File: config.mk
export PLATFORM = sky130hd
export DESIGN_NAME = date_stepper_flat
export DESIGN_NICKNAME = d
export VERILOG_FILES = /design/src/rtl/date_pkg.sv /design/src/rtl/date_stepper_if.sv /design/src/rtl/month_len.sv /design/src/rtl/date_stepper.sv /design/src/flat_wrapper.sv
export SDC_FILE = /design/constraint.sdc
export NUM_CORES = 1
export LEC_CHECK = 0
export ABC_CLOCK_PERIOD_IN_PS = 1600
export BUFFER_PORTS_ARGS = -buffer_cell sky130_fd_sc_hd__buf_2
export CAP_MARGIN = 20
export CORE_MARGIN = 2
export CORE_UTILIZATION = 46
export DETAILED_ROUTE_END_ITERATION = 16
export PLACE_DENSITY_LB_ADDON = 0.25
export SYNTH_ARGS = -nofsm -noshare
export SYNTH_HDL_FRONTEND = slang
export SYNTH_SLANG_ARGS = --single-unit
File: constraint.sdc
create_clock -name clk -period 1.6 [get_ports clk]
set_clock_uncertainty 0.05 [all_clocks]
set_input_delay 0.24 -clock clk [delete_from_list [all_inputs] [get_ports clk]]
set_output_delay 0.24 -clock clk [all_outputs]
set_load 0.01 [all_outputs]
File: src/rtl/date_pkg.sv
// Shared types and helpers for the date stepper: FSM state encoding,
// the Gregorian non-leap month-length table and the date range check.
package date_pkg;

  typedef enum logic [1:0] {
    IDLE = 2'd0,
    RUN  = 2'd1,
    DONE = 2'd2
  } state_t;

  localparam int unsigned MONTH_DAYS [12] = '{31, 28, 31, 30, 31, 30, 31, 31, 30, 31, 30, 31};

  // Out-of-range months map to length 0 so any day fails the range check.
  function automatic int unsigned table_len(input int unsigned month);
    logic [3:0] idx;
    idx = 4'(month - 1);
    if (month >= 1 && month <= 12) return MONTH_DAYS[idx];
    return 0;
  endfunction

  function automatic bit is_valid_date(input int unsigned day,
                                       input int unsigned month,
                                       input int unsigned len,
                                       input int unsigned months);
    return (month >= 1) && (month <= months) && (day >= 1) && (day <= len);
  endfunction

endpackage

File: src/rtl/date_stepper_if.sv
// Load/step handshake and date status bundle between a controller and date_stepper.
interface date_stepper_if #(
  parameter int DAY_W   = 5,
  parameter int MONTH_W = 4,
  parameter int STEP_W  = 4
);
  logic               load_valid;
  logic [DAY_W-1:0]   load_day;
  logic [MONTH_W-1:0] load_month;
  logic               step_valid;
  logic [STEP_W-1:0]  step_count;
  logic               step_ready;
  logic [DAY_W-1:0]   day;
  logic [MONTH_W-1:0] month;
  logic               busy;
  logic               done;
  logic               wrap;
  logic               err;

  modport master (
    output load_valid, load_day, load_month, step_valid, step_count,
    input  step_ready, day, month, busy, done, wrap, err
  );

  modport slave (
    input  load_valid, load_day, load_month, step_valid, step_count,
    output step_ready, day, month, busy, done, wrap, err
  );
endinterface

File: src/rtl/month_len.sv
// Combinational month -> length lookup. With MONTH_TABLE_EN defined the
// Gregorian non-leap table is used, otherwise every month is DAYS_PER_MONTH long.
module month_len
  import date_pkg::*;
#(
  parameter int MONTH_W        = 4,
  parameter int DAY_W          = 5,
  parameter int DAYS_PER_MONTH = 30
) (
  input  logic [MONTH_W-1:0] month,
  output logic [DAY_W-1:0]   len
);

`ifdef MONTH_TABLE_EN
  localparam int unused_dpm = DAYS_PER_MONTH;
  assign len = DAY_W'(table_len(32'(month)));
`else
  logic unused_month;
  assign unused_month = ^month;
  assign len = DAY_W'(DAYS_PER_MONTH);
`endif

endmodule

File: src/rtl/date_stepper.sv
// Registered calendar date that advances one day per clock on a step command.
// MONTH_TABLE_EN selects real month lengths (requires MONTHS == 12).
//
// state | meaning
// IDLE  | accepts loads and step commands
// RUN   | advancing one day per clock, cnt days remaining
// DONE  | one-cycle completion pulse, back to IDLE
module date_stepper
  import date_pkg::*;
#(
  parameter int DAY_W          = 5,
  parameter int MONTH_W        = 4,
  parameter int STEP_W         = 4,
  parameter int DAYS_PER_MONTH = 30,
  parameter int MONTHS         = 12
) (
  input logic           clk,
  input logic           rst,
  date_stepper_if.slave bus
);

`ifdef MONTH_TABLE_EN
  if (MONTHS != 12) begin : g_bad_months
    $error("date_stepper: month table requires MONTHS == 12");
  end
`endif

  state_t             state, next_state;
  logic [STEP_W-1:0]  cnt;
  logic [DAY_W-1:0]   day_q;
  logic [MONTH_W-1:0] month_q;
  logic               wrap_q;
  logic               err_q;
  logic [DAY_W-1:0]   cur_len;
  logic [DAY_W-1:0]   load_len;
  logic               load_ok;
  logic               step_accept;

  month_len #(.MONTH_W(MONTH_W), .DAY_W(DAY_W), .DAYS_PER_MONTH(DAYS_PER_MONTH)) u_len_cur (
    .month (month_q),
    .len   (cur_len)
  );

  month_len #(.MONTH_W(MONTH_W), .DAY_W(DAY_W), .DAYS_PER_MONTH(DAYS_PER_MONTH)) u_len_load (
    .month (bus.load_month),
    .len   (load_len)
  );

  assign load_ok = is_valid_date(32'(bus.load_day), 32'(bus.load_month),
                                 32'(load_len), MONTHS);

  // A pending load always takes priority over a step in the same cycle.
  assign bus.step_ready = (state == IDLE) && !err_q && !bus.load_valid;
  assign step_accept    = bus.step_valid && bus.step_ready;

  always_ff @(posedge clk) begin
    if (rst) state <= IDLE;
    else     state <= next_state;
  end

  always_comb begin
    next_state = state;
    case (state)
      IDLE: if (step_accept) next_state = (bus.step_count == '0) ? DONE : RUN;
      RUN:  if (cnt == STEP_W'(1)) next_state = DONE;
      DONE: next_state = IDLE;
      default: next_state = IDLE;
    endcase
  end

  always_ff @(posedge clk) begin
    if (rst) begin
      day_q   <= DAY_W'(1);
      month_q <= MONTH_W'(1);
      cnt     <= '0;
      wrap_q  <= 1'b0;
      err_q   <= 1'b0;
    end else begin
      wrap_q <= 1'b0;
      case (state)
        IDLE: begin
          if (bus.load_valid) begin
            if (load_ok) begin
              day_q   <= bus.load_day;
              month_q <= bus.load_month;
              err_q   <= 1'b0;
            end else begin
              err_q <= 1'b1;
            end
          end else if (step_accept) begin
            cnt <= bus.step_count;
          end
        end
        RUN: begin
          if (day_q == cur_len) begin
            day_q <= DAY_W'(1);
            if (month_q == MONTH_W'(MONTHS)) begin
              month_q <= MONTH_W'(1);
              wrap_q  <= 1'b1;
            end else begin
              month_q <= month_q + MONTH_W'(1);
            end
          end else begin
            day_q <= day_q + DAY_W'(1);
          end
          cnt <= cnt - STEP_W'(1);
        end
        default: ;
      endcase
    end
  end

  assign bus.day   = day_q;
  assign bus.month = month_q;
  assign bus.busy  = (state == RUN);
  assign bus.done  = (state == DONE);
  assign bus.wrap  = wrap_q;
  assign bus.err   = err_q;

endmodule
File: src/flat_wrapper.sv
// flat-port wrapper written by rule: the top's interface ports become plain ports
module date_stepper_flat import date_pkg::*;
#(
  parameter int DAY_W          = 5,
  parameter int MONTH_W        = 4,
  parameter int STEP_W         = 4,
  parameter int DAYS_PER_MONTH = 30,
  parameter int MONTHS         = 12
)
  (clk, rst, bus_load_valid, bus_load_day, bus_load_month, bus_step_valid, bus_step_count, bus_step_ready, bus_day, bus_month, bus_busy, bus_done, bus_wrap, bus_err);
  date_stepper_if #(.DAY_W(DAY_W), .MONTH_W(MONTH_W), .STEP_W(STEP_W)) bus_i ();
  input logic clk;
  input logic rst;
  input wire logic [$bits(bus_i.load_valid)-1:0] bus_load_valid;
  input wire logic [$bits(bus_i.load_day)-1:0] bus_load_day;
  input wire logic [$bits(bus_i.load_month)-1:0] bus_load_month;
  input wire logic [$bits(bus_i.step_valid)-1:0] bus_step_valid;
  input wire logic [$bits(bus_i.step_count)-1:0] bus_step_count;
  output wire logic [$bits(bus_i.step_ready)-1:0] bus_step_ready;
  output wire logic [$bits(bus_i.day)-1:0] bus_day;
  output wire logic [$bits(bus_i.month)-1:0] bus_month;
  output wire logic [$bits(bus_i.busy)-1:0] bus_busy;
  output wire logic [$bits(bus_i.done)-1:0] bus_done;
  output wire logic [$bits(bus_i.wrap)-1:0] bus_wrap;
  output wire logic [$bits(bus_i.err)-1:0] bus_err;
  assign bus_i.load_valid = bus_load_valid;
  assign bus_i.load_day = bus_load_day;
  assign bus_i.load_month = bus_load_month;
  assign bus_i.step_valid = bus_step_valid;
  assign bus_i.step_count = bus_step_count;
  assign bus_step_ready = bus_i.step_ready;
  assign bus_day = bus_i.day;
  assign bus_month = bus_i.month;
  assign bus_busy = bus_i.busy;
  assign bus_done = bus_i.done;
  assign bus_wrap = bus_i.wrap;
  assign bus_err = bus_i.err;
  date_stepper #(.DAY_W(DAY_W), .MONTH_W(MONTH_W), .STEP_W(STEP_W), .DAYS_PER_MONTH(DAYS_PER_MONTH), .MONTHS(MONTHS)) u_core (.clk(clk), .rst(rst), .bus(bus_i));
endmodule
==> impl_results.md <==
* Fin crit period at about 1.6 ns
* Worst hold path endpoint: u_core.cnt[1]$_SDFFE_PP0P_
* First-pass GRT wire length at 4692 microns
* TritonRoute pass-1 iters at 4
* Fmax at approximately 640 MHz
* Leak at 0.6421 nW
* Crit-path leading delay family: compound AO/OA/AOI/OAI gates
* Hpwl dp at 2182 microns
* Startpoint Class: flip-flop
* Reg-to-Reg End: u_core.bus.day[4]$_SDFFE_PP0P_
* Root Buffer: clkbuf_4
* Final Power at 1.117 mW
* Async set-reset flop share out of synthesis at 0%
* Io pins at 31
* EDFF count, synth at 0
* CP required at 1.74 ns
* Vias in the first global route at around 1100
* Largest net degree at the start of global routing at 21
* Initial drt markers at 47
* Initial antenna violation count at 0
* Crit-path cells: buf_4, ha_1, nand3_1, xnor2_1, a22o_1, o221a_2
* Post-Route Setup TNS at 0 ns
* WHS Path Cells at 3
* Crit path max fanout at 4
* Critical R2R Launch: u_core.bus.day[0]$_SDFFE_PP1P_
* Hold Path Class: in -> reg
* CP Capture Type: flip-flop
* Crit path buf inv count at 1
* Cell Area, Synth at 0.001137 sq mm
* Reg2reg setup slack at 0.04 ns
* Final Max Tran Viols at 0
* Detail Route Antenna Nets at 0
* TritonCTS Buffers at 3
* Synth warn at 0
* Later-pin clock latency in the skew report at 0.29 ns
* Port Buffers at 30
* Crit path DAT at about 1.7 ns
* Die H at between 50 and 60 microns
* Synth cell types at 43
* Layout cell share with drive strength beyond 1 at 37.14%
* Final Hold Fails at 0
* # setup viols final at 0
* GRT Residual Overflow at 0
* Area growth from synthesis to layout at 28.60%
* Hold_buf cts at 0
* Total number of vias at 1167
* Worst vdd ir at 0.5663 mV
* Avg Cell Area, Syn at between 8 and 9 sq um
* Routed WL at 2929 microns
* Total DRC errors in the routed layout at 0
* FF+latch count, synth at 17
* Ys flop type: dfxtp_1
* WS Path Type: reg -> reg
* CTS Buffer Depth at 2
* Cells after Synth at about 130
* Initial cell density of the core at 47.20%
* N_diodes at 0
* Largest stage delay on the critical path at 0.37 ns
* Status: finished, final reports clean
* Max-cap viol count at 0
* Wirelength per Cell at 14.29 microns
* Gpl congestion at about 0.85
* RSZ-0062 raised after global routing: true
* Core box area at 0.002410 sq mm
* # rows at 18
* Die W at 53.73 microns
* CTS tree: built
* Pin slew with the least headroom to its limit at 0.3937 ns
* CTS clk-pin slew, worst paths at around 0.11 ns
* Fin crit share at 97.39%
* Worst Reg-to-Reg Cells at 6
* Die area at 0.002886 sq mm
* Slowest library cell on the worst path: dfxtp_2
* Slew HR at 73.64%
* Hold path start: bus_step_count[1]
* CTS H-tree depth at 1
* Post-detailed-route via-to-cell ratio at about 5.7
* Nets@finish at 199
* Synth Net Count at approximately 150
* Gr usage total at 22.08%
* Pwr dens at 763.6 mW/mm^2
* CTS Sinks at 17
* Register area share after synthesis at 29.92%
-- tightest hold or removal path, cell delays in order --
cell,delay (ns)
buf_2,0.09
a221oi_1,0.06
nor2_1,0.07
-- logic make-up (layout without fill, tap and decap cells) --
group	after synthesis	count (layout)	share of synthesized area (%)
buffers and inverters	12	56	4.290
adder cells (fa/ha/maj)	6	6	6.600
AO/OA/AOI/OAI	34	34	21.78
flip-flops	17	17	29.92
multiplexers	7	7	7.371
XOR/XNOR	1	1	0.7702
AND/OR/NAND/NOR	54	54	29.26
-- where the power goes --
part | total, mW | leakage, nW | switching (mW) | internal, mW
Sequential | 0.511 | 0.140 | 0.0454 | 0.466
Clock | 0.234 | 0.0150 | 0.137 | 0.0967
Combinational | 0.372 | 0.487 | 0.195 | 0.177
Total | 1.12 | 0.642 | 0.377 | 0.739
-- worst max-delay path by stage --
| stage | endpoint | startpoint | cells past startpoint |
|---|---|---|---|
| after floorplan | u_core.bus.month[3]$_SDFFE_PP0P_ | u_core.bus.month[0]$_SDFFE_PP1P_ | 4 |
| after detailed placement | u_core.bus.day[2]$_SDFFE_PP0P_ | bus_load_month[1] | 5 |
| after CTS | bus_step_ready | u_core.state[1]$_SDFFE_PP0P_ | 3 |
| after global placement | u_core.bus.day[2]$_SDFFE_PP0P_ | bus_load_month[1] | 5 |
| final | u_core.bus.day[4]$_SDFFE_PP0P_ | u_core.bus.day[0]$_SDFFE_PP1P_ | 6 |
| after global routing | bus_busy | u_core.state[1]$_SDFFE_PP0P_ | 4 |
-- per-layer routing --
layer,vias to the layer above,share of wire (%),global-route usage (%)
li1,583,-,-
met1,535,46,28.45
met2,45,48,37.80
met3,4,5.5,3.611
met4,0,1.1,5.983
met5,-,0,0
-- layout make-up --
cell class | count | area [sq um]
clock buffers | 4 | 26.28
well taps | 30 | 37.54
flip-flops and latches | 17 | 346.6
multi-input cells | 102 | 765.7
inverters | 8 | 30.03
fillers | 211 | 947.2
repair buffers | 44 | 256.5
-- cells in the final DEF, fill, tap and decap left out, drive strengths merged, types with 2 or more instances in the layout --
cell | netlist | final
dfxtp | 17 | 17
a211oi | 4 | 4
and4 | 3 | 3
nand4 | 2 | 2
nand3 | 4 | 4
and2 | 2 | 2
inv | 8 | 8
nor2 | 16 | 16
nor4 | 6 | 6
o21ai | 4 | 4
nor3 | 4 | 4
buf | 3 | 44
ha | 6 | 6
a21oi | 8 | 8
nor3b | 2 | 2
a22oi | 2 | 2
nand2b | 2 | 2
clkbuf | 1 | 4
nand2 | 9 | 9
nor4b | 2 | 2
a221oi | 2 | 2
a31oi | 4 | 4
mux2i | 6 | 6
-- Yosys cell counts, types with 2 or more instances --
master    instances  area, sq um
inv_1             7        26.28
nand3_1           4        20.02
nor2_1           16        60.06
mux2i_1           5        50.05
o21ai_0           4        20.02
a211oi_1          4        30.03
buf_2             3        15.01
nor3b_1           2        15.01
nand2_1           9        33.78
nand4_1           2        12.51
nor3_1            4        20.02
nor4_4            2        42.54
a22oi_1           2        15.01
dfxtp_1          17        340.3
a21oi_1           8        40.04
a31oi_1           3        18.77
nor4_1            3        18.77
and4_1            3        26.28
and2_1            2        12.51
ha_1              6        75.07
a221oi_1          2        17.52
nand2b_1          2        12.51
-- repair_timing --
item                                    CTS  global route
setup buffers                             0             1
endpoints found under the hold margin     0             0
gates resized for setup                   2             9
endpoints found under the setup margin    2             6
cloned                                    0             1
pin swaps                                 0             1
-- state kept, by name (all words and copies together), names as in the netlist --
name	flops
u_core.state	2
u_core.cnt	4
u_core.bus.wrap	1
u_core.bus.month	4
u_core.bus.day	5
u_core.bus.err	1
-- through the flow --
stage	area [sq um]	util, %	setup slack (ns)	hold slack, ns	std cells
floorplan	1137	-	0.04625	0.3447	131
global placement	1396	57.94	-0.01341	0.4260	199
detailed placement	1396	57.94	-0.05723	0.4390	199
CTS	1424	59.09	0.009853	0.1670	203
global route	1463	60.70	-0.01431	0.1865	205
finish	1463	60.70	0.04170	0.1650	205
(Power assumes the default switching activity.)
